File: src/rtl/cnt4_run_ctrl.sv
// Run controller: counts 0..limit for (reps+1) passes, pulsing tick on each wrap and done at the end.
// Optional hold state is compiled in when CNT_CTRL_PAUSE_EN is defined.
module cnt4_run_ctrl #(
    parameter int unsigned CNT_W = 4
) (
    input  logic             clk_i,
    input  logic             reset_n_i,
    input  logic             start_i,
    input  logic             stop_i,
    input  logic [CNT_W-1:0] cfg_limit_i,
    input  logic [CNT_W-1:0] cfg_reps_i,
`ifdef CNT_CTRL_PAUSE_EN
    input  logic             pause_i,
`endif
    output logic [CNT_W-1:0] cnt_o,
    output logic             ack_o,
    output logic             busy_o,
    output logic             tick_o,
    output logic             done_o,
    output logic [CNT_W-1:0] rep_left_o
);

`ifdef CNT_CTRL_PAUSE_EN
    typedef enum logic [1:0] {StIdle, StRun, StDone, StPause} state_e;
`else
    typedef enum logic [1:0] {StIdle, StRun, StDone} state_e;
`endif

    state_e           state_q, state_d;
    logic [CNT_W-1:0] cnt_q, cnt_d;
    logic [CNT_W-1:0] lim_q, lim_d;
    logic [CNT_W-1:0] rep_q, rep_d;
    logic             ack_q, ack_d;
    logic             tick_q, tick_d;

    always_ff @(posedge clk_i or negedge reset_n_i) begin
        if (!reset_n_i) begin
            state_q <= StIdle;
            cnt_q   <= '0;
            lim_q   <= '0;
            rep_q   <= '0;
            ack_q   <= 1'b0;
            tick_q  <= 1'b0;
        end else begin
            state_q <= state_d;
            cnt_q   <= cnt_d;
            lim_q   <= lim_d;
            rep_q   <= rep_d;
            ack_q   <= ack_d;
            tick_q  <= tick_d;
        end
    end

    always_comb begin
        state_d = state_q;
        cnt_d   = cnt_q;
        lim_d   = lim_q;
        rep_d   = rep_q;
        ack_d   = 1'b0;
        tick_d  = 1'b0;
        unique case (state_q)
            StIdle: begin
                cnt_d = '0;
                if (start_i && !stop_i) begin
                    lim_d   = cfg_limit_i;
                    rep_d   = cfg_reps_i;
                    ack_d   = 1'b1;
                    state_d = StRun;
                end
            end
`ifdef CNT_CTRL_PAUSE_EN
            StRun, StPause: begin
`else
            StRun: begin
`endif
                // Stop wins over a coinciding wrap: no tick, no done.
                if (stop_i) begin
                    cnt_d   = '0;
                    rep_d   = '0;
                    state_d = StIdle;
                end
`ifdef CNT_CTRL_PAUSE_EN
                else if (pause_i) begin
                    state_d = StPause;
                end
`endif
                else if (cnt_q == lim_q) begin
                    cnt_d  = '0;
                    tick_d = 1'b1;
                    if (rep_q != '0) begin
                        rep_d   = rep_q - CNT_W'(1);
                        state_d = StRun;
                    end else begin
                        state_d = StDone;
                    end
                end else begin
                    cnt_d   = cnt_q + CNT_W'(1);
                    state_d = StRun;
                end
            end
            StDone: begin
                cnt_d   = '0;
                state_d = StIdle;
            end
            default: begin
                cnt_d   = '0;
                rep_d   = '0;
                state_d = StIdle;
            end
        endcase
    end

    assign cnt_o      = cnt_q;
    assign rep_left_o = rep_q;
    assign ack_o      = ack_q;
    assign tick_o     = tick_q;
    assign done_o     = (state_q == StDone);
`ifdef CNT_CTRL_PAUSE_EN
    assign busy_o     = (state_q == StRun) || (state_q == StPause);
`else
    assign busy_o     = (state_q == StRun);
`endif

endmodule

File: config.mk
export PLATFORM = sky130hd
export DESIGN_NAME = cnt4_run_ctrl
export DESIGN_NICKNAME = d
export VERILOG_FILES = /design/src/rtl/cnt4_run_ctrl.sv
export SDC_FILE = /design/constraint.sdc
export NUM_CORES = 1
export LEC_CHECK = 0
export ABC_AREA = 1
export ABC_CLOCK_PERIOD_IN_PS = 1300
export CAP_MARGIN = 10
export CORE_UTILIZATION = 40
export DETAILED_ROUTE_END_ITERATION = 8
export PLACE_DENSITY = 0.73
export SYNTH_ARGS = -nofsm -noshare
export SYNTH_HDL_FRONTEND = slang
export SYNTH_SLANG_ARGS = --single-unit
File: constraint.sdc
create_clock -name clk_i -period 1.3 [get_ports clk_i]
set_input_delay 0.13 -clock clk_i [delete_from_list [all_inputs] [get_ports clk_i]]
set_output_delay 0.13 -clock clk_i [all_outputs]
set_load 0.1 [all_outputs]
==> flow_summary.ini, run 1 <==
[status]
status = finished, violations left
violations = setup timing

[placement]
dp_slack_ps = -97.4
dpl_cell_area_um2 = 1390
numPortBuffers = 23
place_congestion = 0.844
place.detailed.hpwl_um = 1650

[critical_path]
crit_path_frequent_cell = nor2_4
crit_fanout = 5
crit_required_ps = 1500
crit_arrival_ps = 1500
crit_chain = inv_2, nor2_4, buf_4, nand2_4, nor2_4, nor2_4, nand2_4, nand2_2, nand2_2
slowest_delay_ps = 420
crit_path_top_delay_cell = dfrtp_1
rrSetupSlack_ps = -3
cp_num_buf_inv = 2
critical-path-top-delay-family = simple AND/OR/NAND/NOR gates
path_class = reg -> reg
start_kind = flop
end_kind = flop

[logic_synthesis]
syn_inst = 111
ys_types = 18
synth-xor-area-share_pct = 3.08
synth_warnings = 0
yosysTopAreaCellShare_pct = 46.9
synth_top_family_by_area = simple AND/OR/NAND/NOR gates
seq_area_frac_synth_pct = 46.9
yosysTopAreaCell = dfrtp_1
syn_area_um2 = 853
synth.area.mux_share_pct = 0
ys_ff_latch = 16
avgSynthCellArea_um2 = 7.69
syn_nets = 126
synthSimpleGateAreaFrac_pct = 31.7
synth_area_leaders = dfrtp_1, nand2_1, inv_1, nor2_1, o21ai_0
synth_fa_ha_area_share_pct = 4.40
synth_compound_area_share_pct = 6.45

[cells_and_area]
final_nets = 173
final_common_cell = nand2_1
syn2layout_area_growth_pct = 77.9
postLayoutCoreUtil_pct = 76.6
final_layout_size_suffix_gt1_share_pct = 44.6
antenna_cells = 0
fin_area_um2 = 1520
layout_common_cells = nand2_1, buf_4, buf_12

[power]
power.share.clock_pct = 9.1
powerDensity_nw_per_um2 = 2470
power.total_mw = 3.75
ir_drop_mv = 1.89
power_leakage_nw = 0.707
power_frac_seq_pct = 23.0
swShare_pct = 50.6
intPower_mw = 1.85
power.net_switching_mw = 1.90
combPwrFrac_pct = 67.9

[die]
start_util_pct = 43.1
rows = 16
io_pins = 24
dieHeight_um = 48.2
coreArea_um2 = 1980
dieArea_um2 = 2320
dieWidth_um = 48.2

[clocking]
path_clk_slew_ps = 100
clk_latency_ps = 290
htree_num_levels = 1
cts_made_buffers = 3
cts_buffer_depth = 2
cts_sinks = 16
root_buffer = clkbuf_4
cts.hold.buffers_added = 0
cts_tree = built

[sta]
setup_viol = 3
fin_ws_ps = -3.48
period_share_pct = 100
min_period_ps = 1300
hold_slack_ps = 148
clock_skew_ps = 0.203
maxSlewHeadroom_pct = 83.7
finalHoldViolCount = 0
clock.fmax_mhz = 767
tightest_slew_ps = 244
rsz0062_at_grt = true
slew_violations = 0

[min_path]
hp-class = in -> async

[route]
wl_per_cell_um = 13.1
wl_um = 2410
vias = 890
via_per_inst = 4.84
drt-pass1-iter-count = 4
drtIter0Drc = 11
ant_nets = 0
drc = 0

[global_route]
grt_max_degree = 17
track_usage_pct = 20.1
grt_pass1_wl_um = 3170
grt_overflow = 0
grt_pass1_vias = 772
antenna_found_initial = 0

[flow_run]
maxCapViolations = 0
-- sequential cells by signal (all words and copies together) (netlist names) --
signal and count:
lim_q 4, state_q 2, rep_left_o 4, tick_o 1, cnt_o 4, ack_o 1
-- final cells by class --
type / count / area [µm²]
sequential: 16 / 427
tap: 27 / 33.8
inverter: 17 / 66.3
fill: 123 / 464
clock buffer: 4 / 36.3
multi-input combinational: 78 / 458
timing repair buffer: 42 / 497
-- Yosys cell counts --
cell type and count:
nor2_2 2, ha_1 3, a21oi_1 3, nand2_4 1, nor2_1 12, nand3_1 7
nor3_2 1, inv_1 15, nand2_2 2, xor2_1 1, inv_2 1, xnor2_1 2
clkinv_1 1, o21ai_0 8, dfrtp_1 16, nor3_1 1, nor2_4 1, nand2_1 34
-- worst paths after layout --
kind | startpoint | to | cells past startpoint
setup / recovery | state_q[0] | rep_left_o[3] | 9
hold / removal | reset_n_i | lim_q[1] | 2
setup reg to reg | state_q[0] | rep_left_o[3] | 9
hold reg to reg | lim_q[1] | lim_q[1] | 2
max in group asynchronous | reset_n_i | rep_left_o[1] | 2
min in group clk_i | cfg_limit_i[1] | lim_q[1] | 3
-- repair_timing --
action / in CTS / in global routing
endpoints found under the hold margin: 0 / 0
buffers inserted: 1 / 5
pin swaps: 3 / 11
resized for setup: 2 / 24
endpoints found under the setup margin: 6 / 9
-- power by group through the flow --
stage	Sequential, mW	Combinational, mW	Clock [mW]
floorplan	1.42	0.838	0
global placement	0.838	2.24	0
detailed placement	0.846	2.31	0
CTS	0.843	2.34	0.346
global route	0.875	2.70	0.371
finish	0.862	2.55	0.342
-- cells by family (layout without fill, tap and decap cells) --
logic type / count (synthesis) / in the layout
AND/OR/NAND/NOR: 61 / 61
buffers and inverters: 17 / 63
flip-flops: 16 / 16
AO/OA/AOI/OAI: 11 / 11
adder cells (fa/ha/maj): 3 / 3
XOR/XNOR: 3 / 3
-- per-layer routing --
metal	vias up	GRT usage, %	share of wire [%]
li1	433	-	-
met1	425	23.2	42
met2	27	35.2	52
met3	5	4.44	4.0
met4	0	9.44	1.3
met5	-	0	0
-- metrics by stage --
| stage | setup TNS, ps | std cells |
|---|---|---|
| global placement | -116 | 174 |
| global route | -567 | 184 |
| detailed placement | -503 | 174 |
| floorplan | -1250 | 111 |
| CTS | 0 | 179 |
| finish | -4.89 | 184 |
Note: power is estimated with default switching activity, not from simulation.
==> inputs of run 2 (changes only) <==
Settings changed: CTS_CLUSTER_DIAMETER set to 200.
==> results of run 2 <==
Same layout as run 1: the final DEF is identical, and so are final timing and power.
